### config.mk
export PLATFORM = sky130hd
export DESIGN_NAME = astar_seq_ctrl
export DESIGN_NICKNAME = d
export VERILOG_FILES = /design/src/rtl/astar_seq_ctrl.sv
export SDC_FILE = /design/constraint.sdc
export NUM_CORES = 1
export LEC_CHECK = 0
export ABC_AREA = 1
export BUFFER_PORTS_ARGS = -buffer_cell sky130_fd_sc_hd__buf_2
export CAP_MARGIN = 20
export CORE_ASPECT_RATIO = 1.2
export CORE_MARGIN = 2
export CORE_UTILIZATION = 53
export DETAILED_ROUTE_END_ITERATION = 10
export PLACE_DENSITY = 0.8
export SLEW_MARGIN = 25
export SYNTH_ARGS = -nofsm -noshare
export SYNTH_HDL_FRONTEND = slang
export SYNTH_SLANG_ARGS = --single-unit
export TNS_END_PERCENT = 30
### constraint.sdc
create_clock -name clk -period 1.6 [get_ports clk]
set_input_delay 0.24 -clock clk [delete_from_list [all_inputs] [get_ports clk]]
set_output_delay 0.24 -clock clk [all_outputs]
set_load 0.1 [all_outputs]
### src/rtl/astar_seq_ctrl.sv
// astar_seq_ctrl
// Sequencing controller for a grid A* search datapath. It steps the datapath
// through INIT -> (UPDATE -> MOVE)* -> BACKTRACE, counts MOVE->UPDATE
// iterations, bounds the search at MAX_STEPS, and reports the outcome as a
// registered one-cycle pulse on the first IDLE cycle after the search ends.
//
// Ports
//   clk, rst                    clock; asynchronous active-high reset
//   start, abort                request a search / cancel an active search
//   goal_row, goal_col          goal cell, latched when start is accepted
//   pointer_row, pointer_col    cell currently expanded by the datapath
//   init_done .. queue_empty    datapath status strobes
//   state                       current state code (IDLE=0 .. BACKTRACE=4)
//   init_en .. backtrace_en     phase enables, decoded from state
//   busy                        high outside IDLE
//   path_ready .. cfg_err       one-cycle result pulses
//   step_count                  completed iterations of current/last search
module astar_seq_ctrl #(
    parameter int unsigned ROWS      = 10,
    parameter int unsigned COLS      = 10,
    parameter int unsigned MAX_STEPS = 255,
    parameter int unsigned CW        = 4,
    parameter int unsigned SW        = 16
) (
    input  logic          clk,
    input  logic          rst,
    input  logic          start,
    input  logic          abort,
    input  logic [CW-1:0] goal_row,
    input  logic [CW-1:0] goal_col,
    input  logic [CW-1:0] pointer_row,
    input  logic [CW-1:0] pointer_col,
    input  logic          init_done,
    input  logic          update_done,
    input  logic          move_done,
    input  logic          backtrace_done,
    input  logic          queue_empty,
    output logic [2:0]    state,
    output logic          init_en,
    output logic          update_en,
    output logic          move_en,
    output logic          backtrace_en,
    output logic          busy,
    output logic          path_ready,
    output logic          no_path,
    output logic          timeout,
    output logic          aborted,
    output logic          cfg_err,
    output logic [SW-1:0] step_count
);

    typedef enum logic [2:0] {
        S_IDLE      = 3'd0,
        S_INIT      = 3'd1,
        S_UPDATE    = 3'd2,
        S_MOVE      = 3'd3,
        S_BACKTRACE = 3'd4
    } state_e;

    // One extra bit so ROWS/COLS = 2**CW still compare correctly.
    localparam logic [CW:0]   ROWS_L    = (CW+1)'(ROWS);
    localparam logic [CW:0]   COLS_L    = (CW+1)'(COLS);
    localparam logic [SW-1:0] LAST_STEP = SW'(MAX_STEPS - 1);
    localparam logic [SW-1:0] STEP_MAX  = SW'(MAX_STEPS);

    state_e        state_q, state_d;
    logic [CW-1:0] goal_row_q, goal_row_d;
    logic [CW-1:0] goal_col_q, goal_col_d;
    logic [SW-1:0] step_q, step_d;
    logic          path_ready_q, path_ready_d;
    logic          no_path_q, no_path_d;
    logic          timeout_q, timeout_d;
    logic          aborted_q, aborted_d;
    logic          cfg_err_q, cfg_err_d;

    logic goal_ok;
    logic at_goal;

    assign goal_ok = ({1'b0, goal_row} < ROWS_L) && ({1'b0, goal_col} < COLS_L);
    assign at_goal = (pointer_row == goal_row_q) && (pointer_col == goal_col_q);

    always_ff @(posedge clk or posedge rst) begin
        if (rst) begin
            state_q      <= S_IDLE;
            goal_row_q   <= '0;
            goal_col_q   <= '0;
            step_q       <= '0;
            path_ready_q <= 1'b0;
            no_path_q    <= 1'b0;
            timeout_q    <= 1'b0;
            aborted_q    <= 1'b0;
            cfg_err_q    <= 1'b0;
        end else begin
            state_q      <= state_d;
            goal_row_q   <= goal_row_d;
            goal_col_q   <= goal_col_d;
            step_q       <= step_d;
            path_ready_q <= path_ready_d;
            no_path_q    <= no_path_d;
            timeout_q    <= timeout_d;
            aborted_q    <= aborted_d;
            cfg_err_q    <= cfg_err_d;
        end
    end

    always_comb begin
        state_d      = state_q;
        goal_row_d   = goal_row_q;
        goal_col_d   = goal_col_q;
        step_d       = step_q;
        path_ready_d = 1'b0;
        no_path_d    = 1'b0;
        timeout_d    = 1'b0;
        aborted_d    = 1'b0;
        cfg_err_d    = 1'b0;

        if (state_q != S_IDLE && abort) begin
            // Abort outranks every status strobe in the same cycle.
            state_d   = S_IDLE;
            aborted_d = 1'b1;
        end else begin
            unique case (state_q)
                S_IDLE: begin
                    if (start) begin
                        if (goal_ok) begin
                            goal_row_d = goal_row;
                            goal_col_d = goal_col;
                            step_d     = '0;
                            state_d    = S_INIT;
                        end else begin
                            cfg_err_d = 1'b1;
                        end
                    end
                end
                S_INIT: begin
                    if (init_done) state_d = S_UPDATE;
                end
                S_UPDATE: begin
                    if (update_done) state_d = S_MOVE;
                end
                S_MOVE: begin
                    if (at_goal) begin
                        state_d = S_BACKTRACE;
                    end else if (queue_empty) begin
                        state_d   = S_IDLE;
                        no_path_d = 1'b1;
                    end else if (move_done) begin
                        if (step_q == LAST_STEP) begin
                            // Final iteration: count saturates at MAX_STEPS.
                            step_d    = STEP_MAX;
                            state_d   = S_IDLE;
                            timeout_d = 1'b1;
                        end else begin
                            step_d  = step_q + SW'(1);
                            state_d = S_UPDATE;
                        end
                    end
                end
                S_BACKTRACE: begin
                    if (backtrace_done) begin
                        state_d      = S_IDLE;
                        path_ready_d = 1'b1;
                    end
                end
                default: state_d = S_IDLE;
            endcase
        end
    end

    assign state        = state_q;
    assign init_en      = (state_q == S_INIT);
    assign update_en    = (state_q == S_UPDATE);
    assign move_en      = (state_q == S_MOVE);
    assign backtrace_en = (state_q == S_BACKTRACE);
    assign busy         = (state_q != S_IDLE);
    assign path_ready   = path_ready_q;
    assign no_path      = no_path_q;
    assign timeout      = timeout_q;
    assign aborted      = aborted_q;
    assign cfg_err      = cfg_err_q;
    assign step_count   = step_q;

endmodule

==> flow_summary.yaml, run 1 <==
sta:
  period_needed_ps: 1650
  setup_violations: 5
  max_freq_ghz: 0.608
  skew_ps: 6.02
  hold_viol_final: 0
  worst_pin_slew_ps: 495
  setup_tns_ps: -116
  relSlewSlack_pct: 67.3
  rsz0062_at_grt: "yes"
  setup_slack_ps: -45.5
  slew_violations: 0
  post-route-period-util_pct: 103
logic_synthesis:
  synth_top_family_by_area: "simple AND/OR/NAND/NOR gates"
  synth_area_um2: 2120
  synthSimpleGateAreaFrac_pct: 35.7
  postSynthCellCount: 289
  muxShareOfSynthArea_pct: 1.59
  yosys_warnings: 0
  synthesis.nets: 316
  ys.flop_type: "dfrtp_1"
  yosys.area_share.adder_pct: 1.18
  ys_types: 33
  synthArstFlopShare_pct: 100
  synth_compound_area_share_pct: 10.7
  syn_area_per_cell_um2: 7.34
  ys_seq_elements: 32
  synth_edf_count: 0
  synthXorXnorAreaFrac_pct: 4.13
  ys_seq_area_share_pct: 37.7
floorplanning:
  die_y_um: 73.3
  coreArea_um2: 3880
  dieArea_um2: 4530
  ios: 54
  initial_core_util_pct: 54.7
  std_cell_rows: 25
  die_w_um: 61.8
worst_setup_path:
  cp_max_fo: 4
  cp_slowest_cell: "dfrtp_4"
  r2r_cells: 9
  worstPathRequired_ps: 1360
  slowest_delay_ps: 480
  critPathKind: "reg2out"
  r2r_start: "state[1]"
  cp-start-kind: "flop"
  rrSetupSlack_ps: -30
  r2r-end: "state[0]"
  critPathBufInv: 2
  cp.arrival_ps: 1410
  crit_family: "flip-flops"
  worstSetupEndpointType: "output pin"
  crit_path_cell_trace: "buf_6 > nor3_4 > buf_12"
power:
  power-per-cell-area_nw_per_um2: 1580
  vdd_drop_max_mv: 0.747
  p_leak_nw: 1.45
global_route:
  antenna_found_initial: 0
  grt-ovfl-total: 0
  grt_pass1_wl_um: 8310
  grt_max_degree: 33
  grt_usage_pct: 24.5
  grt_pass1_vias: 1984
clocking:
  cts.sink_count: 32
  cts_buffer_depth: 2
  cts-root-buf: "clkbuf_8"
  htree_num_levels: 2
  cts_buffers: 5
  cts_hold_buf: 0
  cts_tree: "built"
  clock_latency_ps: 280
  path_clk_slew_ps: 70
drt:
  met1Wirelength_um: 2220
  drc_errors: 0
  drtPass1Iterations: 4
  dr_total_vias: 2121
  totalWireLength_um: 5470
  wl_met3_um: 291
  antenna_left: 0
  dr.max_layer_used: "met4"
  avgRoutedWirePerCell_um: 13.0
  wl_met2_um: 2800
  via_per_inst: 5.03
  drtIter0Drc: 146
final_layout:
  design_area_um2: 2920
  syn_to_final_growth_pct: 37.4
  drive_gt1_share_pct: 37.8
  num_antenna_cells: 0
  post-route-util_pct: 75.2
  nets: 394
job:
  drv_cap: 0
place:
  hpwl_um: 3940
  gp_congestion: 0.903
  io_buffers: 53
  place_area_um2: 2690
min_path:
  hold_path.class: "in2async"
outcome:
  status: "finished with violations"
  violations: "setup timing"
==> worst max path at each step <==
stage | end | from | cells after the start | slack (ps)
5_1_grt | state[1] | goal_col_q[0] | 11 | -110
3_3_place_gp | state[0] | state[1] | 9 | 50
2_1_floorplan | state[0] | state[2] | 9 | -580
3_5_place_dp | state[0] | state[1] | 9 | 9
4_1_cts | update_en | state[0] | 5 | -40
6_report | backtrace_en | state[1] | 3 | -50
==> placed cells by master, fill, tap and decap left out, types with 7 or more instances in the layout <==
cell type and instances:
a21oi_1 7, buf_12 8, buf_2 47, buf_4 18
clkbuf_8 7, dfrtp_1 26, inv_1 29, nand2_1 80
nand3_1 19, nor2_1 33, o21ai_2 15, xor2_1 7
==> area by class of cell <==
type,count,area [µm²]
Clock buffer,7,96.3
Clock inverter,1,30.0
Fill cell,308,962
Inverter,38,153
Multi-Input combinational cell,213,1180
Sequential cell,32,816
Tap cell,54,67.6
Timing Repair Buffer,77,572
==> where the power goes <==
group          internal [mW]  total [mW]  switching [mW]
Combinational          0.821        2.57            1.75
Clock                  0.550       0.862           0.313
Sequential              1.01        1.17           0.158
Total                   2.38        4.60            2.22
==> layer usage <==
metal	vias up	track usage, %
met5	-	0
met4	0	9.46
met3	17	4.40
met2	72	44.6
met1	960	27.3
li1	1072	-
==> state kept, by name (all words and copies together) (netlist names) <==
name / count
path_ready: 1
state: 3
cfg_err: 1
goal_row_q: 4
aborted: 1
timeout: 1
no_path: 1
step_count: 16
goal_col_q: 4
==> tightest hold or removal path: stages <==
cell and delay [ps]:
buf_2 90, inv_1 40, buf_4 360
==> per-stage QoR <==
step	power [mW]	worst slack, ps	hold slack, ps	instances
finish	4.60	-45.5	26.6	422
global route	4.84	-115	65.5	422
CTS	4.49	-37.0	37.2	414
detailed placement	3.59	9.36	351	406
global placement	3.55	51.1	346	406
floorplan	2.97	-576	311	289
==> Yosys cell counts, drive strengths merged (2+ instances only) <==
| library cell | number | area, µm² |
|---|---|---|
| or2 | 2 | 12.5 |
| ha | 2 | 25.0 |
| mux2 | 3 | 33.8 |
| nand2 | 87 | 352 |
| a21oi | 7 | 35.0 |
| inv | 37 | 139 |
| buf | 6 | 48.8 |
| o21ai | 24 | 176 |
| nor3 | 6 | 35.0 |
| nor2 | 39 | 169 |
| xnor2 | 3 | 26.3 |
| dfrtp | 32 | 801 |
| nand3 | 23 | 138 |
| xor2 | 7 | 61.3 |
| nor4 | 2 | 12.5 |
| nand4 | 4 | 25.0 |
==> cell families (layout without fill, tap and decap cells) <==
family | after synthesis | after routing
and+or+nand+nor | 165 | 165
buffers and inverters | 44 | 123
AOI/OAI and AO/OA | 33 | 33
DFF | 32 | 32
xor gates and xnor gates | 10 | 10
muxes | 3 | 3
adders and majority gates | 2 | 2
==> repair_timing <==
| action | in CTS | in global routing |
|---|---|---|
| setup buffers | 0 | 8 |
| pin swaps | 1 | 8 |
| cloned | 0 | 0 |
| gates resized for setup | 5 | 9 |
| setup endpoints to repair | 5 | 23 |
No activity file was read; power rests on OpenSTA's default activity.
==> run 2: changes to the inputs <==
--- a/config.mk
+++ b/config.mk
@@ -10,9 +10,9 @@
 export CAP_MARGIN = 20
 export CORE_ASPECT_RATIO = 1.2
 export CORE_MARGIN = 2
-export CORE_UTILIZATION = 53
+export CORE_UTILIZATION = 46
 export DETAILED_ROUTE_END_ITERATION = 10
-export PLACE_DENSITY = 0.8
+export PLACE_DENSITY = 0.71
 export SLEW_MARGIN = 25
 export SYNTH_ARGS = -nofsm -noshare
 export SYNTH_HDL_FRONTEND = slang
==> run 2 against run 1 <==
Against the previous run:
- the flow still finishes with violations (setup timing)
- routed wire length shrank 3.3%
- count of clock-buffer cells in the layout is the same
- first-iteration DRC count shrank 43%
- sequential share of layout area shrank 0.68 points
- combinational power is essentially flat
- final area grew 2.3%
- worst setup slack lost 4.4 ps
- clock skew grew 6.6 ps
- critical endpoint unchanged
- largest power group unchanged
- highest routed layer unchanged
==> flow_summary.yaml, run 2 (synthesis results as in run 1) <==
outcome:
  status: "finished with violations"
  violations: "setup timing"
clocking:
  cts.sink_count: 32
  path_clk_slew_ps: 70
  cts_buffer_depth: 2
  cts_buffers: 5
  cts_tree: "built"
  clock_latency_ps: 290
  cts-root-buf: "clkbuf_8"
  htree_num_levels: 2
drt:
  avgRoutedWirePerCell_um: 12.3
  wl_met2_um: 2720
  via_per_inst: 4.89
  drtIter0Drc: 83
  totalWireLength_um: 5290
  antenna_left: 0
  drtPass1Iterations: 4
  met1Wirelength_um: 2220
  dr.max_layer_used: "met4"
  drc_errors: 0
  dr_total_vias: 2109
  wl_met3_um: 285
floorplanning:
  dieArea_um2: 5170
  std_cell_rows: 27
  die_y_um: 78.4
  ios: 54
  initial_core_util_pct: 46.9
  coreArea_um2: 4530
  die_w_um: 66
global_route:
  grt_max_degree: 33
  grt_pass1_wl_um: 8430
  grt_pass1_vias: 1904
  antenna_found_initial: 0
  grt-ovfl-total: 0
  grt_usage_pct: 21.1
worst_setup_path:
  cp_slowest_cell: "dfrtp_4"
  r2r_cells: 11
  cp.arrival_ps: 1410
  crit_path_cell_trace: "buf_6 > nor3_4 > buf_6 > buf_12"
  worstPathRequired_ps: 1360
  critPathKind: "reg2out"
  cp_max_fo: 3
  cp-start-kind: "flop"
  slowest_delay_ps: 500
  cpMostUsedCell: "buf_6"
  worstSetupEndpointType: "output pin"
sta:
  skew_ps: 12.6
  hold_viol_final: 0
  setup_violations: 4
  relSlewSlack_pct: 67.6
  slew_violations: 0
  max_freq_ghz: 0.606
  rsz0062_at_grt: "yes"
  holdWs_ps: 30.1
  post-route-period-util_pct: 103
  setup_slack_ps: -49.9
  worst_pin_slew_ps: 490
  period_needed_ps: 1650
place:
  io_buffers: 53
  hpwl_um: 3880
  gp_congestion: 0.947
final_layout:
  largest_reg_flops: 16
  mostFrequentLayoutCell: "nand2_1"
  nets: 399
  drive_gt1_share_pct: 37.8
  num_antenna_cells: 0
  filler_cell_count: 391
  syn_to_final_growth_pct: 40.6
  final_cell_mix: "nand2_1, buf_2, nor2_1"
  post-route-util_pct: 65.9
job:
  drv_cap: 0
power:
  p_total_mw: 4.62
  power-per-cell-area_nw_per_um2: 1550
  p_leak_nw: 1.49
  vdd_drop_max_mv: 0.811
min_path:
  hold_path.class: "in2async"
-- run 2: power by group --
group	internal (mW)	total, mW	switching (mW)
Clock	0.549	0.854	0.304
Sequential	1.01	1.18	0.167
Combinational	0.855	2.59	1.73
Total	2.41	4.62	2.21
-- run 2: final timing paths --
kind / startpoint / endpoint / slack, ps
min in group clk: queue_empty / timeout / 170
worst min register to register: goal_row_q[2] / goal_row_q[2] / 530
worst max-delay path: state[1] / backtrace_en / -50
worst min-delay path: rst / step_count[2] / 30
max in group asynchronous: rst / state[2] / 1230
worst max register to register: state[2] / step_count[14] / 20
-- run 2: repair_timing --
action / 4_1_cts / 5_1_grt
endpoints found under the setup margin: 5 / 25
pin swaps: 2 / 5
hold buffers: 0 / 0
buffers inserted: 3 / 4
gates resized for setup: 7 / 9
gates cloned: 0 / 1
-- run 2: through the flow --
stage	instance area, µm²	setup TNS, ps	cells	setup WS [ps]
after global placement	2700	0	415	55.0
after floorplan	2170	-11160	289	-576
after detailed placement	2700	0	415	19.4
after CTS	2890	-193	426	-56.6
final	2980	-125	431	-49.9
after global routing	2980	-1260	431	-102
-- run 2: per-layer routing --
metal	vias up	track usage [%]
met4	0	6.12
met1	955	26.2
met2	63	36.7
li1	1083	-
met3	8	4.30
met5	-	0
-- run 2: final cells by class --
| cell class | count | area (µm²) | share of cell area, % |
|---|---|---|---|
| multi-input combinational | 213 | 1190 | 39.8 |
| sequential | 32 | 815 | 27.3 |
| timing repair buffer | 82 | 629 | 21.1 |
| inverter | 38 | 153 | 5.12 |
| clock buffer | 7 | 96.3 | 3.23 |
| tap | 58 | 72.6 | 2.43 |
| clock inverter | 1 | 30.0 | 1.01 |
-- run 2: worst max-delay path: cells and delay by family, from the launching register on --
family | cells | cell delay (ps)
buffers and inverters | 3 | 430
and+or+nand+nor | 1 | 200
DFF | 1 | 500
